### config.mk
export PLATFORM = sky130hd
export DESIGN_NAME = hw_irq_controller
export DESIGN_NICKNAME = d
export VERILOG_FILES = /design/src/rtl/hw_irq_controller.sv
export SDC_FILE = /design/constraint.sdc
export NUM_CORES = 1
export LEC_CHECK = 0
export CORE_ASPECT_RATIO = 1.2
export CORE_UTILIZATION = 39
export CTS_CLUSTER_DIAMETER = 200
export CTS_CLUSTER_SIZE = 12
export DETAILED_ROUTE_END_ITERATION = 7
export PLACE_DENSITY = 0.86
export SYNTH_ARGS = -nofsm -noshare
export SYNTH_HDL_FRONTEND = slang
export SYNTH_SLANG_ARGS = --single-unit
### constraint.sdc
create_clock -name CLK -period 1.3 [get_ports CLK]
set_clock_uncertainty 0.1 [all_clocks]
set_input_delay 0.13 -clock CLK [delete_from_list [all_inputs] [get_ports CLK]]
set_output_delay 0.13 -clock CLK [all_outputs]
set_load 0.03 [all_outputs]
### src/rtl/hw_irq_controller.sv
// Vectored interrupt controller: synchronised edge-latched channels, fixed lowest-index priority, REQ/ack/done handshake.
// Optional input debounce is compiled in when the macro IRQ_DEBOUNCE_EN is defined.
module hw_irq_controller #(
  parameter int              NUM_IRQ    = 8,
  parameter int              VEC_W      = 16,
  parameter logic [VEC_W-1:0] VEC_BASE  = 16'h0040,
  parameter int              VEC_STRIDE = 4,
  parameter int              DEB_CYCLES = 4
) (
  input  logic                       CLK,
  input  logic                       RST_N,
  input  logic [NUM_IRQ-1:0]         hardware,
  input  logic [NUM_IRQ-1:0]         mask,
  input  logic                       global_en,
  input  logic                       irq_ack,
  input  logic                       irq_done,
  output logic                       irq_req,
  output logic [$clog2(NUM_IRQ)-1:0] irq_id,
  output logic [VEC_W-1:0]           irq_vec,
  output logic                       in_service,
  output logic [NUM_IRQ-1:0]         pending
);

  localparam int ID_W = $clog2(NUM_IRQ);

  typedef enum logic [1:0] {S_IDLE, S_REQ, S_SERVICE} state_t;

  state_t             r_state;
  state_t             w_next;
  logic [NUM_IRQ-1:0] r_sync1;
  logic [NUM_IRQ-1:0] r_sync2;
  logic [NUM_IRQ-1:0] r_prev;
  logic [NUM_IRQ-1:0] r_pending;
  logic [NUM_IRQ-1:0] w_level;
  logic [NUM_IRQ-1:0] w_rise;
  logic [NUM_IRQ-1:0] w_elig;
  logic [NUM_IRQ-1:0] w_clr;
  logic [ID_W-1:0]    r_id;
  logic [ID_W-1:0]    w_win;
  logic               w_any;

  always_ff @(posedge CLK or negedge RST_N) begin
    if (!RST_N) begin
      r_sync1 <= '0;
      r_sync2 <= '0;
    end else begin
      r_sync1 <= hardware;
      r_sync2 <= r_sync1;
    end
  end

`ifdef IRQ_DEBOUNCE_EN
  localparam int CNT_W = $clog2(DEB_CYCLES + 1);

  logic [NUM_IRQ-1:0] r_deb;
  logic [CNT_W-1:0]   r_cnt [NUM_IRQ];

  // The accepted level only follows the synchronised input after DEB_CYCLES differing samples in a row.
  always_ff @(posedge CLK or negedge RST_N) begin
    if (!RST_N) begin
      r_deb <= '0;
      for (int i = 0; i < NUM_IRQ; i++) r_cnt[i] <= '0;
    end else begin
      for (int i = 0; i < NUM_IRQ; i++) begin
        if (r_sync2[i] == r_deb[i]) begin
          r_cnt[i] <= '0;
        end else if (r_cnt[i] == CNT_W'(DEB_CYCLES - 1)) begin
          r_deb[i] <= r_sync2[i];
          r_cnt[i] <= '0;
        end else begin
          r_cnt[i] <= r_cnt[i] + 1'b1;
        end
      end
    end
  end

  assign w_level = r_deb;
`else
  // DEB_CYCLES only has an effect when debounce is compiled in.
  logic [31:0] w_unused_deb;
  assign w_unused_deb = 32'(DEB_CYCLES);
  assign w_level      = r_sync2;
`endif

  assign w_rise = w_level & ~r_prev;
  assign w_elig = r_pending & mask;

  always_comb begin
    w_win = '0;
    w_any = |w_elig;
    for (int i = NUM_IRQ - 1; i >= 0; i--) begin
      if (w_elig[i]) w_win = ID_W'(i);
    end
  end

  always_ff @(posedge CLK or negedge RST_N) begin
    if (!RST_N) begin
      r_state <= S_IDLE;
    end else begin
      r_state <= w_next;
    end
  end

  always_comb begin
    w_next = r_state;
    case (r_state)
      S_IDLE:    if (global_en && w_any) w_next = S_REQ;
      S_REQ:     if (irq_ack)            w_next = S_SERVICE;
      S_SERVICE: if (irq_done)           w_next = S_IDLE;
      default:                           w_next = S_IDLE;
    endcase
  end

  always_comb begin
    irq_req    = 1'b0;
    in_service = 1'b0;
    w_clr      = '0;
    case (r_state)
      S_REQ: begin
        irq_req = 1'b1;
        if (irq_ack) w_clr = NUM_IRQ'(1) << r_id;
      end
      S_SERVICE: in_service = 1'b1;
      default: ;
    endcase
  end

  // Set takes precedence over the ack-clear so an edge arriving with the ack is not lost.
  always_ff @(posedge CLK or negedge RST_N) begin
    if (!RST_N) begin
      r_prev    <= '0;
      r_pending <= '0;
      r_id      <= '0;
    end else begin
      r_prev    <= w_level;
      r_pending <= (r_pending & ~w_clr) | w_rise;
      if (r_state == S_IDLE && w_next == S_REQ) r_id <= w_win;
    end
  end

  assign pending = r_pending;
  assign irq_id  = r_id;
  assign irq_vec = VEC_BASE + VEC_W'(r_id) * VEC_W'(VEC_STRIDE);

endmodule

==> results_tabular.tex, run 1 <==
\begin{tabular}{lr}
\hline
Metric & Value \\
\hline
\multicolumn{2}{l}{\textbf{Timing}} \\
Maximum clock frequency & $\sim$0.74 GHz \\
Crit share post-route & 1.04 \\
Sum Neg Setup Slack & -222 ps \\
Count of endpoints failing hold in the final timing report & 0 \\
Total of endpoints with negative setup slack in the final report & 7 \\
Unrepaired setup endpoints after global routing & yes \\
Clock period minus worst slack & $\sim$1300 ps \\
Pins over their slew limit & 0 \\
Final WS setup & -47.3 ps \\
\multicolumn{2}{l}{\textbf{Routing}} \\
Final ANT Viol Nets & 0 \\
\# DRC & 0 \\
DRC marker count from the first detailed-route iteration & 34 \\
Number of iterations in the first detailed-routing pass & 4 \\
Total wire length after detailed routing & 2720 um \\
Wire per inst & 13.2 um \\
Vias per inst & between 4 and 5 \\
Vias after detailed routing & 977 \\
\multicolumn{2}{l}{\textbf{GRT}} \\
Leftover overflow at the end of global routing & 0 \\
GRT Util Overall & 0.150 \\
Global-route wire length before repair & 4160 um \\
Maximum number of pins on one net before global-route repair & 38 \\
Number of global-route vias before repair & 969 \\
Antenna violations before repair & 0 \\
\multicolumn{2}{l}{\textbf{Place}} \\
Post-detail-place hpwl & 1980 um \\
Pre-CTS setup slack & -180 ps \\
Gpl congestion & 0.882 \\
Number of I/O port buffers & 36 \\
\multicolumn{2}{l}{\textbf{Pwr}} \\
Sequential group share of total power & 0.388 \\
Largest voltage drop on the vdd net & 0.00147 V \\
Combinational Power Share & 0.396 \\
Total net switching power & 1.42 mW \\
Switching share of total power & 0.362 \\
Total internal power & around 2.5 mW \\
Cell leakage power & 0.902 nW \\
Power per unit of standard cell area & 1980 mW/mm2 \\
Fraction of power consumed by the clock network & 0.216 \\
\multicolumn{2}{l}{\textbf{Floorplan}} \\
\# IOs & 50 \\
Die Area & 0.00381 mm2 \\
Core area & $\sim$0.0034 mm2 \\
Initial cell density of the core & 0.414 \\
Die H & 67.5 um \\
Number of rows created at floorplan & 23 \\
Width of the die & about 57 um \\
\multicolumn{2}{l}{\textbf{Logic synthesis}} \\
Distinct cell type count of the synthesized netlist & 21 \\
Largest family of logic cells by synthesized area & compound AO/OA/AOI/OAI gates \\
Area fraction in compound gates after synthesis & 0.138 \\
Sequential area share after synthesis & 0.665 \\
Yosys top cell area share & 0.665 \\
Number of cells produced by synthesis & 116 \\
Count of warnings emitted by yosys & 0 \\
Simple-gate area share of the yosys netlist & 0.0782 \\
Cell type with the largest total area after synthesis & sky130\_fd\_sc\_hd\_\_dfrtp\_1 \\
Top post-synthesis cells by area & sky130\_fd\_sc\_hd\_\_dfrtp\_1, sky130\_fd\_sc\_hd\_\_buf\_4, sky130\_fd\_sc\_hd\_\_o21ai\_1 \\
Portion of netlist area occupied by mux cells & 0 \\
Number of register bits inferred by synthesis & 37 \\
Post-Synthesis Mean Instance Area & $\sim$12 um2 \\
Adder-cell share of the synthesized area & 0 \\
XOR/XNOR Fraction of Synth Area & 0 \\
Synthesized area & 0.00139 mm2 \\
\multicolumn{2}{l}{\textbf{Status}} \\
Failing checks & setup timing \\
Status & finished, violations left \\
\multicolumn{2}{l}{\textbf{Final layout}} \\
Most common cell after layout, fill and taps aside & sky130\_fd\_sc\_hd\_\_dfrtp\_1 \\
Commonest cells after routing, fill and taps aside & sky130\_fd\_sc\_hd\_\_dfrtp\_1, sky130\_fd\_sc\_hd\_\_buf\_4, sky130\_fd\_sc\_hd\_\_clkdlybuf4s50\_1, sky130\_fd\_sc\_hd\_\_conb\_1, sky130\_fd\_sc\_hd\_\_o21ai\_1 \\
Antenna diode count & 0 \\
Relative area change from synthesis to final layout & 42.6\% \\
Number of nets in the final layout & 189 \\
Proportion of layout cells with a drive suffix above 1 & 0.320 \\
\multicolumn{2}{l}{\textbf{Worst setup path}} \\
Worst setup path class & flip-flop to output port \\
Worst-path cell chain & buf\_6 > and2b\_4 > buf\_6 \\
Stage delay of the slowest cell on the critical path & 400 ps \\
Kind of capture point of the worst setup path & output port \\
Data required time of the critical path & 1070 ps \\
Max FO, Critical Path & 3 \\
Cell type with the highest occurrence count on the critical path & sky130\_fd\_sc\_hd\_\_buf\_6 \\
Master of the slowest instance on the critical path & sky130\_fd\_sc\_hd\_\_dfrtp\_1 \\
Launch point of the worst path & r\_state[0]\$\_DFF\_PN0\_ \\
Arrival time at the worst endpoint & 1120 ps \\
Critical Path Start Type & flip-flop \\
Worst reg2reg path startpoint & r\_state[1]\$\_DFF\_PN0\_ \\
\multicolumn{2}{l}{\textbf{CTS}} \\
Register clock-pin slew on the reported worst setup and hold paths & 70 ps \\
Library cell used as clock root buffer & sky130\_fd\_sc\_hd\_\_clkbuf\_8 \\
Clock net sink count & 37 \\
Number of levels the H-tree was split into & 2 \\
Clock latency on the worst-skew pair & 280 ps \\
TritonCTS buffer count & 5 \\
TritonCTS clock tree & done \\
Count of hold-fix buffers inserted at cts & 0 \\
Maximum buffer depth of the clock tree & 2 \\
\multicolumn{2}{l}{\textbf{Run}} \\
Maximum Capacitance Violations & 0 \\
\multicolumn{2}{l}{\textbf{Min path}} \\
Class of the tightest hold or removal check & input pin to async pin \\
\hline
\end{tabular}
==> critical path: cells and delay by family, from the launching register on <==
kind	cells	cell delay (ps)
flip-flops	1	400
AND/OR/NAND/NOR	1	170
buffers and inverters	2	260
==> layout make-up <==
type                            count  area [um2]
Clock buffer                        7        96.3
Clock inverter                      1        5.00
Fill cell                         273        1380
Inverter                           10        37.5
Multi-Input combinational cell     64         413
Sequential cell                    37         927
Tap cell                           37        46.3
Timing Repair Buffer               50         460
==> cells in the mapped netlist (all sizes together) <==
| library cell | instances |
|---|---|
| a22oi | 5 |
| o31ai | 2 |
| nand2 | 9 |
| nand3b | 1 |
| a21oi | 4 |
| nand2b | 4 |
| nand3 | 2 |
| conb | 2 |
| a31oi | 1 |
| dfrtp | 37 |
| nand4 | 1 |
| and2b | 1 |
| o21ai | 16 |
| o2bb2ai | 1 |
| buf | 16 |
| inv | 10 |
| or2 | 1 |
| nor3b | 1 |
| a32o | 2 |
==> power by group through the flow <==
stage	Clock, mW	Combinational [mW]	Sequential, mW
floorplan	0	0.618	1.72
global placement	0	1.32	1.51
detailed placement	0	1.36	1.53
CTS	0.871	1.48	1.51
global route	0.926	1.64	1.54
finish	0.850	1.56	1.52
==> flip-flops by register name, indices dropped and copies added, names as in the netlist <==
signal and cells:
pending 8, r_sync2 8, r_sync1 8, r_state 2
r_prev 8, irq_id 3
==> per-layer routing <==
metal,vias to the layer above,share of wire,track usage
met4,0,0.012,0.0640
met3,5,0.072,0.0632
li1,466,-,-
met2,45,0.53,0.257
met1,461,0.39,0.163
met5,-,0,0
==> final timing paths <==
check                                              to  depth (start not counted)  slack (ps)
worst min-delay path              r_prev[3]$_DFF_PN0_                          2         110
worst max-delay path                          irq_req                          3         -50
max in group asynchronous        pending[2]$_DFF_PN0_                          2         790
worst max register to register  irq_id[1]$_DFFE_PN0P_                          5         -40
min in group CLK                 r_sync1[0]$_DFF_PN0_                          1         180
worst min register to register   r_sync2[5]$_DFF_PN0_                          0         250
==> cells by family after synthesis <==
| logic type | after synthesis |
|---|---|
| flops | 37 |
| other cells | 2 |
| compound gates | 31 |
| buf+inv | 26 |
| simple gates | 20 |
==> metrics by stage <==
step                      total power [mW]  std cells  cell area, um2  hold WS (ps)   util
after detailed placement              2.89        196            1800           239  0.534
after floorplan                       2.34        127            1450          -266      -
final                                 3.93        206            1990           109  0.590
after global routing                  4.11        206            1990           126  0.590
after global placement                2.84        196            1800           232  0.534
after CTS                             3.86        205            1940           113  0.577
==> what timing repair did <==
action,in CTS,in global routing
setup endpoints to repair,8,13
pin swaps,2,1
buffers inserted,1,1
gates resized for setup,11,8
hold endpoints to repair,0,0
No activity file was read; power rests on OpenSTA's default activity.
==> run 2: changes to the inputs <==
--- a/config.mk
+++ b/config.mk
@@ -5,12 +5,14 @@
 export SDC_FILE = /design/constraint.sdc
 export NUM_CORES = 1
 export LEC_CHECK = 0
+export ABC_AREA = 1
+export ABC_CLOCK_PERIOD_IN_PS = 1300
 export CORE_ASPECT_RATIO = 1.2
-export CORE_UTILIZATION = 39
+export CORE_UTILIZATION = 40
 export CTS_CLUSTER_DIAMETER = 200
 export CTS_CLUSTER_SIZE = 12
 export DETAILED_ROUTE_END_ITERATION = 7
-export PLACE_DENSITY = 0.86
+export PLACE_DENSITY = 0.87
 export SYNTH_ARGS = -nofsm -noshare
 export SYNTH_HDL_FRONTEND = slang
 export SYNTH_SLANG_ARGS = --single-unit
==> results_tabular.tex, run 2 <==
\begin{tabular}{lr}
\hline
Metric & Value \\
\hline
\multicolumn{2}{l}{\textbf{Min path}} \\
Class of the tightest hold or removal check & input pin to async pin \\
\multicolumn{2}{l}{\textbf{Logic synthesis}} \\
Flip-flop cell with the highest count after synthesis & sky130\_fd\_sc\_hd\_\_dfrtp\_1 \\
Count leader, synth & sky130\_fd\_sc\_hd\_\_dfrtp\_1 \\
Number of enable flip-flop cells after synthesis & 0 \\
Count of warnings emitted by yosys & 0 \\
Async SR Flop Fraction & 1.00 \\
Top cell types by occurrence after synthesis & sky130\_fd\_sc\_hd\_\_dfrtp\_1, sky130\_fd\_sc\_hd\_\_nand2\_1, sky130\_fd\_sc\_hd\_\_inv\_1, sky130\_fd\_sc\_hd\_\_buf\_4, sky130\_fd\_sc\_hd\_\_o21ai\_1 \\
Number of register bits inferred by synthesis & 37 \\
Synthesized area & about 0.0014 mm2 \\
Area fraction in compound gates after synthesis & 0.0751 \\
Cell type with the largest total area after synthesis & sky130\_fd\_sc\_hd\_\_dfrtp\_1 \\
Largest family of logic cells by synthesized area & simple AND/OR/NAND/NOR gates \\
Number of cells produced by synthesis & 136 \\
Simple-gate area share of the yosys netlist & 0.140 \\
Post-Synthesis Mean Instance Area & 10.5 um2 \\
Top post-synthesis cells by area & sky130\_fd\_sc\_hd\_\_dfrtp\_1, sky130\_fd\_sc\_hd\_\_buf\_4, sky130\_fd\_sc\_hd\_\_nand2\_1 \\
Adder-cell share of the synthesized area & 0 \\
Yosys top cell area share & 0.646 \\
Distinct cell type count of the synthesized netlist & 18 \\
Portion of netlist area occupied by mux cells & 0 \\
XOR/XNOR Fraction of Synth Area & 0 \\
Sequential area share after synthesis & 0.646 \\
\multicolumn{2}{l}{\textbf{Timing}} \\
Final hold slack & approximately 120 ps \\
Sum Neg Setup Slack & 0 ps \\
Unrepaired setup endpoints after global routing & yes \\
Crit share post-route & 0.960 \\
Pins over their slew limit & 0 \\
Total of endpoints with negative setup slack in the final report & 0 \\
Count of endpoints failing hold in the final timing report & 0 \\
Clock period minus worst slack & 1250 ps \\
Maximum clock frequency & approximately 0.80 GHz \\
Final WS setup & 52.6 ps \\
\multicolumn{2}{l}{\textbf{Worst setup path}} \\
Worst reg2reg path startpoint & pending[5]\$\_DFF\_PN0\_ \\
Data required time of the critical path & 1370 ps \\
Endpoint of the worst-slack reg-to-reg timing path & irq\_id[1]\$\_DFFE\_PN0P\_ \\
Critical Path Start Type & flip-flop \\
R2R setup slack & 50 ps \\
Worst setup path class & flip-flop to flip-flop \\
Arrival time at the worst endpoint & 1320 ps \\
Length in cells of the worst reg-to-reg path & 7 \\
Kind of capture point of the worst setup path & flip-flop \\
Max FO, Critical Path & 5 \\
\multicolumn{2}{l}{\textbf{Final layout}} \\
Most common cell after layout, fill and taps aside & sky130\_fd\_sc\_hd\_\_dfrtp\_1 \\
Number of nets in the final layout & 200 \\
Fin util & 0.554 \\
Relative area change from synthesis to final layout & 30.2\% \\
Antenna diode count & 0 \\
Total area of sequential cells & 927 um2 \\
Commonest cells after routing, fill and taps aside & sky130\_fd\_sc\_hd\_\_dfrtp\_1, sky130\_fd\_sc\_hd\_\_nand2\_1, sky130\_fd\_sc\_hd\_\_clkdlybuf4s50\_1, sky130\_fd\_sc\_hd\_\_inv\_1, sky130\_fd\_sc\_hd\_\_o21ai\_1 \\
Proportion of layout cells with a drive suffix above 1 & 0.257 \\
Filler Cell Count & 328 \\
Multi-input gate area in the final layout & 369 um2 \\
\multicolumn{2}{l}{\textbf{Pwr}} \\
Final Total Pwr & 3.52 mW \\
Power per unit of standard cell area & 1890 mW/mm2 \\
Cell leakage power & 0.910 nW \\
Largest voltage drop on the vdd net & 0.00135 V \\
\multicolumn{2}{l}{\textbf{Floorplan}} \\
Initial cell density of the core & 0.425 \\
Width of the die & roughly 57 um \\
\# IOs & 50 \\
Number of rows created at floorplan & 23 \\
Core area & 0.00337 mm2 \\
Die H & 67.6 um \\
Die Area & approximately 0.0038 mm2 \\
\multicolumn{2}{l}{\textbf{Routing}} \\
DRC marker count from the first detailed-route iteration & 12 \\
Wire per inst & 11.0 um \\
Final ANT Viol Nets & 0 \\
\# DRC & 0 \\
Vias after detailed routing & 944 \\
Total wire length after detailed routing & 2380 um \\
Number of iterations in the first detailed-routing pass & 4 \\
Vias per inst & around 4.4 \\
\multicolumn{2}{l}{\textbf{CTS}} \\
Clock latency on the worst-skew pair & 280 ps \\
TritonCTS clock tree & done \\
Register clock-pin slew on the reported worst setup and hold paths & 60 ps \\
TritonCTS buffer count & 5 \\
Library cell used as clock root buffer & sky130\_fd\_sc\_hd\_\_clkbuf\_8 \\
Count of hold-fix buffers inserted at cts & 0 \\
Clock net sink count & 37 \\
Post-CTS setup repair buffer count & 0 \\
Number of levels the H-tree was split into & 2 \\
Maximum buffer depth of the clock tree & 2 \\
\multicolumn{2}{l}{\textbf{GRT}} \\
Leftover overflow at the end of global routing & 0 \\
Antenna violations before repair & 0 \\
Number of global-route vias before repair & 928 \\
Global-route wire length before repair & 3960 um \\
GRT Util Overall & 0.142 \\
Maximum number of pins on one net before global-route repair & 38 \\
\multicolumn{2}{l}{\textbf{Place}} \\
Post-detail-place hpwl & about 1800 um \\
Number of I/O port buffers & 36 \\
Pre-CTS setup slack & -101 ps \\
Gpl congestion & 0.773 \\
\multicolumn{2}{l}{\textbf{Status}} \\
Status & finished, final reports clean \\
\multicolumn{2}{l}{\textbf{Run}} \\
Maximum Capacitance Violations & 0 \\
\hline
\end{tabular}
-- run 2: cell types whose count changed after synthesis, sizes merged, moves of 2 or more --
cell | previous run | this run
nand2 | 9 | 34
inv | 10 | 19
nor2 | 0 | 6
a22oi | 5 | 0
a21oi | 4 | 0
nand2b | 4 | 0
a32o | 2 | 0
o31ai | 2 | 0
-- run 2: cells by family after synthesis --
family,Yosys count
AOI/OAI and AO/OA,20
buffers and inverters,35
and+or+nand+nor,42
other,2
DFF,37
-- run 2: routing by layer --
metal  wire [um]  part of all wire  GRT usage  vias up
met2        1230              0.52      0.251       39
met4          37             0.016     0.0549        0
met5           0                 0          0        -
met3         181             0.076     0.0594        4
li1            -                 -          -      470
met1         926              0.39      0.152      431
-- run 2: final cells by class --
class	count	share of cell area
Multi-Input combinational cell	75	0.198
Sequential cell	37	0.497
Inverter	19	0.0382
Clock buffer	7	0.0463
Tap cell	37	0.0248
Timing Repair Buffer	41	0.196
-- run 2: repair_timing --
item,in CTS,in global routing
pin swaps,0,2
endpoints found under the setup margin,5,9
gates resized for setup,7,16
-- run 2: through the flow --
step,cell area [um2],instances
4_1_cts,1870,216
2_1_floorplan,1470,147
3_5_place_dp,1780,209
6_report,1870,216
3_3_place_gp,1780,209
5_1_grt,1870,216
-- run 2: worst max-delay path by stage --
stage                            endpoint  depth (start not counted)                   from  slack [ps]
CTS                             irq_id[2]                          1  irq_id[2]$_DFFE_PN0P_           1
finish              irq_id[1]$_DFFE_PN0P_                          7   pending[5]$_DFF_PN0_          50
global placement    irq_id[1]$_DFFE_PN0P_                          8                mask[2]         -30
detailed placement  irq_id[1]$_DFFE_PN0P_                          8                mask[6]        -100
global route        irq_id[1]$_DFFE_PN0P_                          7   pending[5]$_DFF_PN0_         -30
floorplan           irq_id[1]$_DFFE_PN0P_                          7   pending[6]$_DFF_PN0_          10
-- run 2: worst max-delay path: stages (launching register included) --
cell and delay, ps:
sky130_fd_sc_hd__dfrtp_1 410, sky130_fd_sc_hd__nand2_2 90, sky130_fd_sc_hd__nand2_1 70, sky130_fd_sc_hd__nor2_2 140, sky130_fd_sc_hd__nand2_2 90, sky130_fd_sc_hd__nand2_4 80, sky130_fd_sc_hd__nand3b_1 100, sky130_fd_sc_hd__nand2_1 60
-- run 2: power by group --
group          total (mW)  switching, mW  internal, mW
logic                1.28          0.808         0.470
registers            1.47          0.153          1.32
clock network       0.768          0.349         0.420
total                3.52           1.31          2.21
==> run 3: changes to the inputs <==
--- a/config.mk
+++ b/config.mk
@@ -8,11 +8,11 @@
 export ABC_AREA = 1
 export ABC_CLOCK_PERIOD_IN_PS = 1300
 export CORE_ASPECT_RATIO = 1.2
-export CORE_UTILIZATION = 40
-export CTS_CLUSTER_DIAMETER = 200
+export CORE_UTILIZATION = 54
 export CTS_CLUSTER_SIZE = 12
 export DETAILED_ROUTE_END_ITERATION = 7
-export PLACE_DENSITY = 0.87
+export DONT_BUFFER_PORTS = 1
+export PLACE_DENSITY = 0.84
 export SYNTH_ARGS = -nofsm -noshare
 export SYNTH_HDL_FRONTEND = slang
 export SYNTH_SLANG_ARGS = --single-unit
==> results_tabular.tex, run 3 (synthesized netlist as in run 2, its figures left out) <==
\begin{tabular}{lr}
\hline
Metric & Value \\
\hline
\multicolumn{2}{l}{\textbf{Worst setup path}} \\
Kind of capture point of the worst setup path & output port \\
Worst setup path class & flip-flop to output port \\
Max FO, Critical Path & 3 \\
Critical Path Start Type & flip-flop \\
Data required time of the critical path & approximately 1100 ps \\
Arrival time at the worst endpoint & between 1000 and 1500 ps \\
\multicolumn{2}{l}{\textbf{Floorplan}} \\
Initial cell density of the core & 0.567 \\
Die H & 58.4 um \\
\# IOs & 50 \\
Width of the die & $\sim$50 um \\
Die Area & 0.00286 mm2 \\
Number of rows created at floorplan & 20 \\
Core area & 0.00253 mm2 \\
\multicolumn{2}{l}{\textbf{Place}} \\
Number of I/O port buffers & 0 \\
Gpl congestion & between 0.9 and 1 \\
Post-detail-place hpwl & 1720 um \\
Pre-CTS setup slack & 86.4 ps \\
\multicolumn{2}{l}{\textbf{Timing}} \\
Unrepaired setup endpoints after global routing & yes \\
Count of endpoints failing hold in the final timing report & 0 \\
Maximum clock frequency & 0.767 GHz \\
Final WS setup & -3.61 ps \\
Final hold slack & 48.9 ps \\
Total of endpoints with negative setup slack in the final report & 1 \\
Crit share post-route & 1.00 \\
Clock period minus worst slack & between 1000 and 1500 ps \\
Pins over their slew limit & 0 \\
\multicolumn{2}{l}{\textbf{Final layout}} \\
Antenna diode count & 0 \\
Filler Cell Count & 184 \\
Most common cell after layout, fill and taps aside & sky130\_fd\_sc\_hd\_\_dfrtp\_1 \\
Relative area change from synthesis to final layout & 22.6\% \\
Proportion of layout cells with a drive suffix above 1 & 0.266 \\
Number of nets in the final layout & 189 \\
Fin util & 0.695 \\
Commonest cells after routing, fill and taps aside & sky130\_fd\_sc\_hd\_\_dfrtp\_1, sky130\_fd\_sc\_hd\_\_nand2\_1, sky130\_fd\_sc\_hd\_\_inv\_1, sky130\_fd\_sc\_hd\_\_dlygate4sd3\_1, sky130\_fd\_sc\_hd\_\_conb\_1 \\
\multicolumn{2}{l}{\textbf{Routing}} \\
\# DRC & 0 \\
Total wire length after detailed routing & 2640 um \\
Wire per inst & 13.1 um \\
Vias after detailed routing & 974 \\
DRC marker count from the first detailed-route iteration & 12 \\
Final ANT Viol Nets & 0 \\
Vias per inst & 4.82 \\
Number of iterations in the first detailed-routing pass & 4 \\
\multicolumn{2}{l}{\textbf{GRT}} \\
Maximum number of pins on one net before global-route repair & 38 \\
Leftover overflow at the end of global routing & 0 \\
Number of global-route vias before repair & 1,014 \\
Antenna violations before repair & 0 \\
GRT Util Overall & 0.209 \\
Global-route wire length before repair & 4180 um \\
\multicolumn{2}{l}{\textbf{CTS}} \\
Maximum buffer depth of the clock tree & 2 \\
TritonCTS clock tree & done \\
TritonCTS buffer count & 5 \\
Number of levels the H-tree was split into & 2 \\
Register clock-pin slew on the reported worst setup and hold paths & around 100 ps \\
Clock latency on the worst-skew pair & 330 ps \\
Library cell used as clock root buffer & sky130\_fd\_sc\_hd\_\_clkbuf\_4 \\
Clock net sink count & 37 \\
\multicolumn{2}{l}{\textbf{Pwr}} \\
Power per unit of standard cell area & 1880 mW/mm2 \\
Largest voltage drop on the vdd net & 0.00122 V \\
Cell leakage power & between 0.8 and 0.9 nW \\
\multicolumn{2}{l}{\textbf{Status}} \\
Failing checks & setup timing \\
Status & finished, violations left \\
\multicolumn{2}{l}{\textbf{Min path}} \\
Class of the tightest hold or removal check & input pin to flip-flop \\
\multicolumn{2}{l}{\textbf{Run}} \\
Maximum Capacitance Violations & 0 \\
\hline
\end{tabular}
run 3: repair_timing:
item | 4_1_cts | 5_1_grt
setup buffers | 1 | 1
hold buffers | 16 | 0
gates resized for setup | 4 | 8
hold endpoints to repair | 50 | 0
pin swaps | 0 | 1
setup endpoints to repair | 2 | 12
gates cloned | 0 | 0
run 3: final cells by class:
type,count,area (um2),area share
Clock inverter,2,10.0,0.00570
Tap cell,33,41.3,0.0235
Timing Repair Buffer,30,283,0.161
Inverter,19,73.8,0.0420
Sequential cell,37,926,0.527
Multi-Input combinational cell,75,382,0.217
Clock buffer,6,41.3,0.0235
run 3: through the flow:
stage / total power, mW / cells / cell area [um2] / TNS (ps)
6_report: 3.30 / 202 / 1760 / -3.61
5_1_grt: 3.49 / 202 / 1760 / -352
4_1_cts: 3.23 / 201 / 1720 / -8.87
3_5_place_dp: 2.55 / 176 / 1490 / 0
3_3_place_gp: 2.50 / 176 / 1490 / 0
2_1_floorplan: 2.33 / 147 / 1470 / 0
run 3: final timing paths:
path	slack [ps]	start	depth (start not counted)	endpoint
min reg2reg	260	r_sync1[1]$_DFF_PN0_	0	r_sync2[1]$_DFF_PN0_
max in group asynchronous	770	RST_N	2	r_sync2[0]$_DFF_PN0_
min	50	mask[3]	6	irq_id[0]$_DFFE_PN0P_
max reg2reg	10	r_state[0]$_DFF_PN0_	8	irq_id[0]$_DFFE_PN0P_
max	-4	r_state[0]$_DFF_PN0_	2	in_service
min in group asynchronous	140	RST_N	2	irq_id[1]$_DFFE_PN0P_
run 3: layer usage:
metal,global-route usage,wire length [um],vias up
met4,0.181,102,0
met1,0.193,958,456
li1,-,-,458
met2,0.373,1390,50
met3,0.0646,183,10
met5,0,0,-
run 3: critical path: stages (launching register included):
cell and delay [ps]:
sky130_fd_sc_hd__dfrtp_1 440, sky130_fd_sc_hd__nor2_2 160, sky130_fd_sc_hd__buf_6 140
run 3: power breakdown:
part	total [mW]	leakage, nW	switching (mW)	internal [mW]
sequential	1.45	0.415	0.138	1.31
combinational	1.30	0.415	0.882	0.418
clock	0.547	0.0320	0.341	0.206
total	3.30	0.863	1.36	1.94
